**config.mk**
```make
export PLATFORM = sky130hd
export DESIGN_NAME = mix_columns_seq
export DESIGN_NICKNAME = d
export VERILOG_FILES = /design/src/rtl/mix_columns_seq.sv
export SDC_FILE = /design/constraint.sdc
export NUM_CORES = 1
export LEC_CHECK = 0
export BUFFER_PORTS_ARGS = -buffer_cell sky130_fd_sc_hd__buf_4
export CORE_AREA = 2 2 148 150
export CTS_BUF_LIST = sky130_fd_sc_hd__clkbuf_4
export DETAILED_ROUTE_END_ITERATION = 8
export DIE_AREA = 0 0 150 152
export PLACE_DENSITY = 0.8
export REMOVE_ABC_BUFFERS = 1
export SLEW_MARGIN = 0
export SYNTH_ARGS = -nofsm -noshare
export SYNTH_HDL_FRONTEND = slang
export SYNTH_SLANG_ARGS = --single-unit
```
**constraint.sdc**
```tcl
create_clock -name clk -period 3.1 [get_ports clk]
set_input_delay 0.775 -clock clk [delete_from_list [all_inputs] [get_ports clk]]
set_output_delay 0.775 -clock clk [all_outputs]
set_load 0.05 [all_outputs]
```
**src/rtl/mix_columns_seq.sv**
```systemverilog
// Sequential AES MixColumns: captures one 128-bit state, pushes one column
// per clock through a single shared column multiplier, then holds the
// result until the downstream side accepts it.
module mix_columns_seq (
  input  logic         clk,
  input  logic         rst_n,
  input  logic         in_valid,
  output logic         in_ready,
  input  logic [127:0] in_state,
  output logic         out_valid,
  input  logic         out_ready,
  output logic [127:0] out_state,
  output logic         busy
);

  typedef enum logic [1:0] {
    IDLE = 2'd0,
    RUN  = 2'd1,
    DONE = 2'd2
  } state_t;

  state_t       state_reg;
  state_t       state_next;
  logic [1:0]   col_reg;
  logic [127:0] buf_reg;
  logic [31:0]  col_word [4];
  logic [31:0]  result_col [4];
  logic [31:0]  col_in;
  logic [31:0]  col_out;
  logic         accept;

  // Multiply by x in GF(2^8) modulo 0x11B.
  function automatic logic [7:0] xtime(input logic [7:0] b);
    return {b[6:0], 1'b0} ^ (b[7] ? 8'h1b : 8'h00);
  endfunction

  // Handshakes only depend on the registered state, never on the inputs.
  assign in_ready  = (state_reg == IDLE);
  assign out_valid = (state_reg == DONE);
  assign busy      = (state_reg != IDLE);
  assign accept    = in_valid && in_ready;

  // Column c of the buffer lives at bits [127-32c -: 32]; row 0 is the MSB.
  genvar gi;
  generate
    for (gi = 0; gi < 4; gi++) begin : g_cols
      assign col_word[gi] = buf_reg[127-32*gi -: 32];
    end
  endgenerate

  assign col_in = col_word[col_reg];

  // The one shared column multiplier.
  always_comb begin
    logic [7:0] a0, a1, a2, a3;
    logic [7:0] d0, d1, d2, d3;
    a0 = col_in[31:24];
    a1 = col_in[23:16];
    a2 = col_in[15:8];
    a3 = col_in[7:0];
    d0 = xtime(a0);
    d1 = xtime(a1);
    d2 = xtime(a2);
    d3 = xtime(a3);
    col_out = {d0 ^ d1 ^ a1 ^ a2 ^ a3,
               a0 ^ d1 ^ d2 ^ a2 ^ a3,
               a0 ^ a1 ^ d2 ^ d3 ^ a3,
               d0 ^ a0 ^ a1 ^ a2 ^ d3};
  end

  // FSM state register.
  always_ff @(posedge clk or negedge rst_n) begin
    if (!rst_n) begin
      state_reg <= IDLE;
    end else begin
      state_reg <= state_next;
    end
  end

  // Next-state decode: four RUN cycles, then hold in DONE until accepted.
  always_comb begin
    state_next = state_reg;
    case (state_reg)
      IDLE:    if (accept) state_next = RUN;
      RUN:     if (col_reg == 2'd3) state_next = DONE;
      DONE:    if (out_ready) state_next = IDLE;
      default: state_next = IDLE;
    endcase
  end

  // Input buffer: sampled once at the handshake, so later in_state changes are ignored.
  always_ff @(posedge clk or negedge rst_n) begin
    if (!rst_n) begin
      buf_reg <= 128'h0;
    end else if (accept) begin
      buf_reg <= in_state;
    end
  end

  // Column counter: cleared on capture, steps once per RUN cycle and wraps to 0 entering DONE.
  always_ff @(posedge clk or negedge rst_n) begin
    if (!rst_n) begin
      col_reg <= 2'd0;
    end else if (accept) begin
      col_reg <= 2'd0;
    end else if (state_reg == RUN) begin
      col_reg <= col_reg + 2'd1;
    end
  end

  // Result register, one 32-bit slice per column, written when the counter selects it.
  generate
    for (gi = 0; gi < 4; gi++) begin : g_result
      always_ff @(posedge clk or negedge rst_n) begin
        if (!rst_n) begin
          result_col[gi] <= 32'h0;
        end else if (state_reg == RUN && col_reg == 2'(gi)) begin
          result_col[gi] <= col_out;
        end
      end
    end
  endgenerate

  assign out_state = {result_col[0], result_col[1], result_col[2], result_col[3]};

endmodule

```
==> impl_metrics.tcl <==
set metrics [dict create \
    holdBufCountCts 0 \
    grt_max_degree 70 \
    gp_congestion 0.8260 \
    clockRootBuffer "clkbuf_4" \
    grt_overflow_total 0 \
    design_area_mm2 0.01467 \
    rr_startpoint "col_reg[0]$_DFFE_PN0P_" \
    maxSlewViolCount 0 \
    min-delay-path-class "input pin to asynchronous set/reset pin" \
    r2r.worst_path.cells 5 \
    rsz0062_at_grt "no" \
    yosysSeqAreaShare 0.5671 \
    synth-seq-cells 260 \
    synth_area_mm2 0.01147 \
    clk_pin_slew_worst_paths_ns 0.07 \
    postLayoutCoreUtil 0.6869 \
    cts_resized 0 \
    area_delta_synth_final_pct 27.84 \
    first_pass_iters 5 \
    drt_iter0_drc 340 \
    grt_pass1_vias 8165 \
    fin_nets 1260 \
    cts_made_buffers 70 \
    period_needed_ns 2.659 \
    routedWlPerCell_um 19.47 \
    worst_ep_arrival_time_ns 3.24 \
    initial_core_util 0.5373 \
    synth_warnings 0 \
    setup_slack_ns 0.4409 \
    cts_post_setup_buffers_inserted 0 \
    dieArea_mm2 0.02280 \
    wl_um 28330 \
    layout-drive-gt1-share 0.4821 \
    synth.distinct_cells 26 \
    avgSynthCellArea_um2 14.01 \
    crit_path_max_fanout 11 \
    status "finished, final reports clean" \
    grtUsageTotal 0.2569 \
    r2r-end "out_state[59]$_DFFE_PN0P_" \
    fmax_ghz 0.3761 \
    start_kind "register" \
    required_ns 3.68 \
    die_w_um 150 \
    drv_cap 0 \
    max-slew-margin-rel 0.5132 \
    reg2reg_slack_ns 0.44 \
    dieHeight_um 152 \
    setup_viol 0 \
    grt_pass1_wl_um 44710 \
    vias_per_cell 5.363 \
    tightest_slew_ns 0.7276 \
    place_area_mm2 0.01382 \
    finalCritPeriodShare 0.8578 \
    clock_sinks 260 \
    vias 7803 \
    insertion_delay_ns 0.68 \
    detail-route-antenna-nets 0 \
    ioPinCount 263 \
    dp_worst_setup_slack_ns 0.4189 \
    coreArea_mm2 0.02135 \
    endpoint_kind "register" \
    dpl.hpwl_um 20490 \
    clock_skew_ns 0.04531 \
    synth_cells 819 \
    cts_max_level 3 \
    drc 0 \
    clk_path_buf_depth 3 \
    io_buffers 262 \
    setup.worst_path.class "register to register" \
    rows 54 \
    antenna_found_initial 1 \
    cts_tree "built" \
    fillers 1595 \
    hold_viol 0 \
]
## layout by cell type (no fill, tap or decap), types with 10 or more instances in the layout
master	count
o21ai_0	87
nand2_1	131
xor2_1	13
mux4_2	32
xnor3_1	40
clkinv_1	10
buf_4	273
clkbuf_4	103
o21ai_1	42
mux2_2	128
dfrtp_1	258
## routing by layer
layer	track usage	routed length [um]
met5	0	0
met4	0.1101	957
met2	0.4092	13830
met3	0.05976	1926
met1	0.3412	11610
## cell families after synthesis
group | Yosys count | share of synthesized area
AOI/OAI and AO/OA | 132 | 0.05813
xor gates and xnor gates | 72 | 0.1154
adders and majority gates | 4 | 0.004363
buffers and inverters | 52 | 0.02039
DFF | 260 | 0.5671
muxes | 160 | 0.1885
and+or+nand+nor | 139 | 0.04613
## Yosys cell counts, drive strengths merged
| cell | number | area, um^2 |
|---|---|---|
| o21bai | 1 | 7.510 |
| xnor3 | 40 | 900.9 |
| ha | 4 | 50.05 |
| a21oi | 1 | 5.000 |
| nand2 | 135 | 506.7 |
| clkbuf | 40 | 150.1 |
| dfrtp | 260 | 6506 |
| inv | 4 | 15.01 |
| mux2 | 128 | 1441 |
| xor3 | 4 | 95.09 |
| nand2b | 1 | 6.260 |
| mux4 | 32 | 720.7 |
| and2 | 1 | 6.260 |
| xor2 | 16 | 162.7 |
| a22o | 1 | 8.760 |
| buf | 8 | 68.81 |
| xnor2 | 12 | 165.2 |
| nor2 | 1 | 3.750 |
| o21ai | 129 | 645.6 |
| nor2b | 1 | 6.260 |
## layout make-up
type                    count  area [um^2]  area share
diodes                      5        12.51   0.0008531
clock buffers             103        773.2     0.05272
clock inverters            15        57.56    0.003924
inverters                   4        15.01    0.001024
multi-input cells         507         4745      0.3235
flip-flops and latches    260         6509      0.4438
well taps                 280        350.3     0.02389
repair buffers            281         2205      0.1503
## critical path, cell delays in order, from the launching register on
cell	delay, ns
dfrtp_2	0.55
buf_4	0.29
mux4_2	0.70
xnor2_2	0.35
xnor3_1	0.52
o21ai_1	0.16
## worst max-delay path by stage
stage	cells past startpoint	slack (ns)	endpoint	startpoint
after floorplan	3	-1.67	buf_reg[0]$_DFFE_PN0P_	state_reg[0]$_DFFE_PN0P_
after CTS	5	0.39	out_state[59]$_DFFE_PN0P_	col_reg[0]$_DFFE_PN0P_
after global placement	5	0.43	out_state[28]$_DFFE_PN0P_	col_reg[0]$_DFFE_PN0P_
after global routing	5	0.27	out_state[68]$_DFFE_PN0P_	col_reg[0]$_DFFE_PN0P_
after detailed placement	5	0.42	out_state[28]$_DFFE_PN0P_	col_reg[0]$_DFFE_PN0P_
final	5	0.44	out_state[59]$_DFFE_PN0P_	col_reg[0]$_DFFE_PN0P_
## stage by stage
step,cells,TNS [ns],hold WS (ns)
6_report,1455,0,0.05802
5_1_grt,1455,0,0.07596
4_1_cts,1450,0,0.04269
3_5_place_dp,1332,0,0.4720
3_3_place_gp,1332,0,0.4632
2_1_floorplan,771,-222.37,0.4697
Power is left out: the tool's default activity adds up to more than one toggle a clock period on the data nets, which glitch-free logic cannot reach.
